==> config.mk <==
export PLATFORM = sky130hd
export DESIGN_NAME = dmi_axil_regfile
export DESIGN_NICKNAME = d
export VERILOG_FILES = /design/src/rtl/dmi_axil_regfile.sv
export SDC_FILE = /design/constraint.sdc
export NUM_CORES = 1
export LEC_CHECK = 0
export BUFFER_PORTS_ARGS = -buffer_cell sky130_fd_sc_hd__buf_2
export CORE_MARGIN = 2
export CORE_UTILIZATION = 35
export DETAILED_ROUTE_END_ITERATION = 12
export GPL_TIMING_DRIVEN = 0
export PLACE_DENSITY = 0.54
export SLEW_MARGIN = 0
export SYNTH_ARGS = -nofsm -noshare
export SYNTH_HDL_FRONTEND = slang
export SYNTH_SLANG_ARGS = --single-unit
==> constraint.sdc <==
create_clock -name clk_i -period 3.4 [get_ports clk_i]
set_input_delay 0.34 -clock clk_i [delete_from_list [all_inputs] [get_ports clk_i]]
set_output_delay 0.34 -clock clk_i [all_outputs]
set_load 0.03 [all_outputs]
==> src/rtl/dmi_axil_regfile.sv <==
// dmi_axil_regfile
// AXI-Lite target register bank fed by the DMI-to-AXI-Lite bridge.
// Word 0 is a constant ID; words 1..NumRegs-1 are read/write with byte strobes.
// The write (AW/W/B) and read (AR/R) channels run independently of each other.
//
// Ports:
//   clk_i, rst_ni            clock, asynchronous active-low reset
//   aw_addr_i/valid/ready    write address channel (word index)
//   w_data_i/strb/valid/ready write data channel
//   b_resp_o/valid, b_ready_i write response (00 OKAY, 10 SLVERR)
//   ar_addr_i/valid/ready    read address channel (word index)
//   r_data_o/resp/valid, r_ready_i read response
//   regs_o                   registered view of every word, word i at [32i+31:32i]
module dmi_axil_regfile #(
  parameter int unsigned AddrWidth  = 7,
  parameter int unsigned NumRegs    = 16,
  parameter logic [31:0] IdValue    = 32'h00000DB3,
  parameter logic [31:0] ResetValue = 32'h0
) (
  input  logic                   clk_i,
  input  logic                   rst_ni,
  input  logic [AddrWidth-1:0]   aw_addr_i,
  input  logic                   aw_valid_i,
  output logic                   aw_ready_o,
  input  logic [31:0]            w_data_i,
  input  logic [3:0]             w_strb_i,
  input  logic                   w_valid_i,
  output logic                   w_ready_o,
  output logic [1:0]             b_resp_o,
  output logic                   b_valid_o,
  input  logic                   b_ready_i,
  input  logic [AddrWidth-1:0]   ar_addr_i,
  input  logic                   ar_valid_i,
  output logic                   ar_ready_o,
  output logic [31:0]            r_data_o,
  output logic [1:0]             r_resp_o,
  output logic                   r_valid_o,
  input  logic                   r_ready_i,
  output logic [32*NumRegs-1:0]  regs_o
);

  localparam logic [1:0] RespOkay   = 2'b00;
  localparam logic [1:0] RespSlvErr = 2'b10;

  logic                 aw_held_reg;
  logic [AddrWidth-1:0] aw_addr_reg;
  logic                 w_held_reg;
  logic [31:0]          w_data_reg;
  logic [3:0]           w_strb_reg;
  logic                 b_valid_reg;
  logic [1:0]           b_resp_reg;
  logic                 r_valid_reg;
  logic [31:0]          r_data_reg;
  logic [1:0]           r_resp_reg;

  logic                 aw_hs;
  logic                 w_hs;
  logic                 ar_hs;
  logic                 commit;
  logic [AddrWidth-1:0] cmt_addr;
  logic [31:0]          cmt_data;
  logic [3:0]           cmt_strb;
  logic                 cmt_legal;
  logic [31:0]          rd_data_next;
  logic [1:0]           rd_resp_next;

  // Each channel stops accepting once it holds a beat, and both stop while a
  // response is outstanding, so at most one write is ever in flight.
  assign aw_ready_o = !aw_held_reg && !b_valid_reg;
  assign w_ready_o  = !w_held_reg && !b_valid_reg;
  assign ar_ready_o = !r_valid_reg;

  assign aw_hs = aw_valid_i && aw_ready_o;
  assign w_hs  = w_valid_i && w_ready_o;
  assign ar_hs = ar_valid_i && ar_ready_o;

  // Commit on the edge that completes the second handshake (or both at once).
  // Whichever half arrives on this edge is taken straight from the inputs.
  assign commit   = (aw_hs || aw_held_reg) && (w_hs || w_held_reg);
  assign cmt_addr = aw_held_reg ? aw_addr_reg : aw_addr_i;
  assign cmt_data = w_held_reg ? w_data_reg : w_data_i;
  assign cmt_strb = w_held_reg ? w_strb_reg : w_strb_i;
  assign cmt_legal = (cmt_addr != '0) && (32'(cmt_addr) < NumRegs);

  always_ff @(posedge clk_i or negedge rst_ni) begin
    if (!rst_ni) begin
      aw_held_reg <= 1'b0;
      aw_addr_reg <= '0;
      w_held_reg  <= 1'b0;
      w_data_reg  <= '0;
      w_strb_reg  <= '0;
      b_valid_reg <= 1'b0;
      b_resp_reg  <= RespOkay;
    end else begin
      if (commit) begin
        aw_held_reg <= 1'b0;
        w_held_reg  <= 1'b0;
      end else begin
        if (aw_hs) begin
          aw_held_reg <= 1'b1;
          aw_addr_reg <= aw_addr_i;
        end
        if (w_hs) begin
          w_held_reg <= 1'b1;
          w_data_reg <= w_data_i;
          w_strb_reg <= w_strb_i;
        end
      end

      if (commit) begin
        b_valid_reg <= 1'b1;
        b_resp_reg  <= cmt_legal ? RespOkay : RespSlvErr;
      end else if (b_valid_reg && b_ready_i) begin
        b_valid_reg <= 1'b0;
      end
    end
  end

  assign b_valid_o = b_valid_reg;
  assign b_resp_o  = b_resp_reg;

  // Storage: word 0 is the constant ID, the rest are byte-writable registers.
  // A word is selected only by an exact in-range address match, so illegal
  // addresses never touch state.
  for (genvar gi = 0; gi < NumRegs; gi++) begin : g_word
    if (gi == 0) begin : g_id
      assign regs_o[31:0] = IdValue;
    end else begin : g_rw
      logic [31:0] word_reg;
      logic        wr_sel;

      assign wr_sel = commit && (cmt_addr == AddrWidth'(gi));

      always_ff @(posedge clk_i or negedge rst_ni) begin
        if (!rst_ni) begin
          word_reg <= ResetValue;
        end else if (wr_sel) begin
          for (int k = 0; k < 4; k++) begin
            if (cmt_strb[k]) begin
              word_reg[8*k +: 8] <= cmt_data[8*k +: 8];
            end
          end
        end
      end

      assign regs_o[32*gi +: 32] = word_reg;
    end
  end

  // Read mux over the pre-edge bank; a write committing on the same edge is
  // therefore not visible to this read.
  always_comb begin
    rd_data_next = '0;
    rd_resp_next = RespSlvErr;
    for (int i = 0; i < NumRegs; i++) begin
      if (ar_addr_i == AddrWidth'(i)) begin
        rd_data_next = regs_o[32*i +: 32];
        rd_resp_next = RespOkay;
      end
    end
  end

  always_ff @(posedge clk_i or negedge rst_ni) begin
    if (!rst_ni) begin
      r_valid_reg <= 1'b0;
      r_data_reg  <= '0;
      r_resp_reg  <= RespOkay;
    end else if (ar_hs) begin
      r_valid_reg <= 1'b1;
      r_data_reg  <= rd_data_next;
      r_resp_reg  <= rd_resp_next;
    end else if (r_valid_reg && r_ready_i) begin
      r_valid_reg <= 1'b0;
    end
  end

  assign r_valid_o = r_valid_reg;
  assign r_data_o  = r_data_reg;
  assign r_resp_o  = r_resp_reg;

endmodule
==> results by group <==
Final layout
  – FF/Latch Area: between 0.01 and 0.015 mm2
  – Layout cell share with drive strength beyond 1: 0.479
  – Final layout net count: 2,985
  – Most common library cell in the layout ignoring fill and taps: buf_2
  – Area of the multi-input gates: 0.0136 mm2
  – Area Growth Syn to Fin: 25.3%
  – Final core utilization: 0.444
  – Most frequent cells in the layout: buf_2 (576), dfrtp_1 (561), mux2_2 (343)
  – # fillers: around 7,600
  – Number of flip-flops in the largest register: 480

GRT
  – Pin count of the biggest net entering global routing: 119
  – First-pass GRT wire length: 184,000 um
  – Vias in the first global route: 23,130
  – GR Util All Layers: 0.307
  – Initial antenna violation count: 7
  – Grt ovf: 0

Die
  – Die Footprint: 0.0842 mm2
  – Die Y: 290 um
  – Core ar.: 0.0808 mm2
  – Rows: 104
  – Initial core utilization: 0.355
  – Ports: 610
  – Die Wd: 290 um

Timing
  – Final hold vios: 0
  – Clock Skew: approximately 0.027 ns
  – Final critical-path required period: 3.34 ns
  – Achievable Freq: 0.299 GHz
  – Max transition margin: 0.0959
  – Final Cycle Share: 0.982
  – Final setup viols: 0
  – Count of final max-slew check failures: 0
  – Worst-Margin Slew: 1.35 ns
  – Worst hold slack: between 0.002 and 0.003 ns
  – RSZ-0062 raised after global routing: no

Drt
  – # DRC: 0
  – Via count: 22,958
  – DRT iter0 DRCs: 2,113
  – Drt via density: 5.68
  – Wirelength, routed: around 130,000 um
  – Drt first pass iters: 5
  – Post-route ant nets: 0
  – Wirelength per Cell: 32.8 um

Yosys
  – Ys async rst share: 1.00
  – Top FF cell, synth: dfrtp_1
  – Synthesis-stage register bit count: 561
  – Mapped Cells: 2,208
  – Mapped cell area: 0.0286 mm2
  – Synth warnings: 0
  – Cell taking the most area after synthesis: dfrtp_1
  – Number of flops mapped to enable cells by yosys: 0
  – Area fraction of the dominant cell type after synthesis: 0.490
  – Sequential share of the synthesized area: 0.490
  – Cell variety after synth: 71
  – Top cells by area, synth: dfrtp_1 (49%), mux2_2 (13%), mux2_4 (13%)
  – Mapped Avg Cell Area: 13.0 um2

Worst setup path
  – Worst endpoint required time: 3.95 ns
  – CP Cell Sequence: buf_2 -> nor2b_1 -> clkbuf_1 -> clkbuf_1 -> nand2_1 -> o32ai_1 -> a221oi_1 -> o21ai_0
  – Worst setup EP type: flip-flop
  – Crit path largest cell delay: 0.79 ns
  – Top delay family on crit path: buffers and inverters
  – Crit path top cell by count: clkbuf_1
  – Crit path kind: input pin to flip-flop
  – CP startpoint kind: input pin
  – Critical path peak fanout: 10
  – Worst path arrival time: 3.89 ns
  – Buf/Inv on CP: 3
  – Worst path slowest cell: clkbuf_1

Clock tree
  – Clk Latency, worst-skew pair: 0.63 ns
  – # clock sinks: 561
  – CTS Buffer Depth: 3
  – CTS root buffer: clkbuf_16
  – TritonCTS Buffers: 69
  – Worst-path clk slew: 0.06 ns
  – H-tree Lvls: 3
  – CTS tree: yes

Min path
  – Hold Path Class: input pin to flip-flop

Power and ir drop
  – Pwr Total: between 0.02 and 0.03 W
  – Pwr Density: 701 mW/mm2
  – Worst vdd ir: around 0.32 mV
  – Leak pwr: roughly 18 nW

Run
  – Max cap viols: 0

Placed design
  – Placed wire-length estimate: between 100,000 and 150,000 um
  – Port buffer count: 571
  – Gpl congestion: just over 0.9

Status
  – Outcome: complete, no violations
logic make-up after synthesis:
kind of cell | count (synthesis) | share of synthesized area
other | 2 | 0.000262
buffers and inverters | 239 | 0.0404
AND/OR/NAND/NOR | 390 | 0.0904
AO/OA/AOI/OAI | 379 | 0.0932
flip-flops | 561 | 0.490
multiplexers | 637 | 0.286
path summary, 6_finish.rpt:
kind	slack (ns)	to	startpoint	depth (start not counted)
worst max-delay path	0.06	r_data_o[30]$_DFFE_PN0P_	ar_addr_i[6]	8
worst min-delay path	0.003	w_data_reg[23]$_DFFE_PN0P_	w_data_i[23]	2
worst max register to register	0.16	g_word[8].g_rw.word_reg[10]$_DFFE_PN0P_	aw_held_reg$_DFFE_PN0P_	7
worst min register to register	0.50	r_data_o[5]$_DFFE_PN0P_	r_data_o[5]$_DFFE_PN0P_	2
max in group asynchronous	1.67	g_word[15].g_rw.word_reg[3]$_DFFE_PN0P_	rst_ni	4
min in group asynchronous	0.27	w_data_reg[0]$_DFFE_PN0P_	rst_ni	2
cell usage after synthesis, types with 24 or more instances:
cell type / count
a21oi_1: 53
a22oi_1: 29
and3_1: 31
buf_4: 35
clkbuf_1: 132
dfrtp_1: 561
inv_1: 29
mux2_2: 343
mux2_4: 256
mux2i_1: 30
nand2_1: 89
nand2_8: 32
nor2_1: 53
nor2b_1: 50
nor3_1: 29
o211ai_1: 45
o21ai_0: 81
o221ai_1: 24
layout make-up:
class | count | share of cell area
sequential | 561 | 0.391
multi-input combinational | 1440 | 0.379
timing repair buffer | 618 | 0.0953
clock buffer | 97 | 0.0562
tap | 1060 | 0.0370
buffer | 208 | 0.0295
clock inverter | 26 | 0.00858
inverter | 30 | 0.00314
antenna | 3 | 0.000209
layer usage:
| metal | part of all wire | vias to the layer above | GRT usage |
|---|---|---|---|
| li1 | - | 9603 | - |
| met1 | 0.40 | 11908 | 0.390 |
| met2 | 0.46 | 1186 | 0.483 |
| met3 | 0.093 | 257 | 0.0904 |
| met4 | 0.047 | 4 | 0.139 |
| met5 | 0.00021 | - | 0 |
where the power goes:
part / switching [W] / internal (W)
clock network: 0.00309 / 0.00460
logic: 0.00565 / 0.00279
registers: 0.00109 / 0.00795
what timing repair did:
action                                  CTS  global route
hold endpoints to repair                106             0
pin swaps                                 0             1
gates resized for setup                   9            11
endpoints found under the setup margin   24            46
cloned                                    0             0
hold buffers                             40             0
setup buffers                             0             1
through the flow:
stage           TNS, ns  instances  setup slack, ns  cell area (um2)
4_1_cts               0       4040           0.0101            35900
3_3_place_gp   -5606.37       3871           -10.03            33000
5_1_grt               0       4040           0.0442            35900
2_1_floorplan         0       2240            0.956            28800
6_report              0       4043           0.0608            35900
3_5_place_dp     -24.64       3877            -1.01            33100
Note: power is estimated with default switching activity, not from simulation.
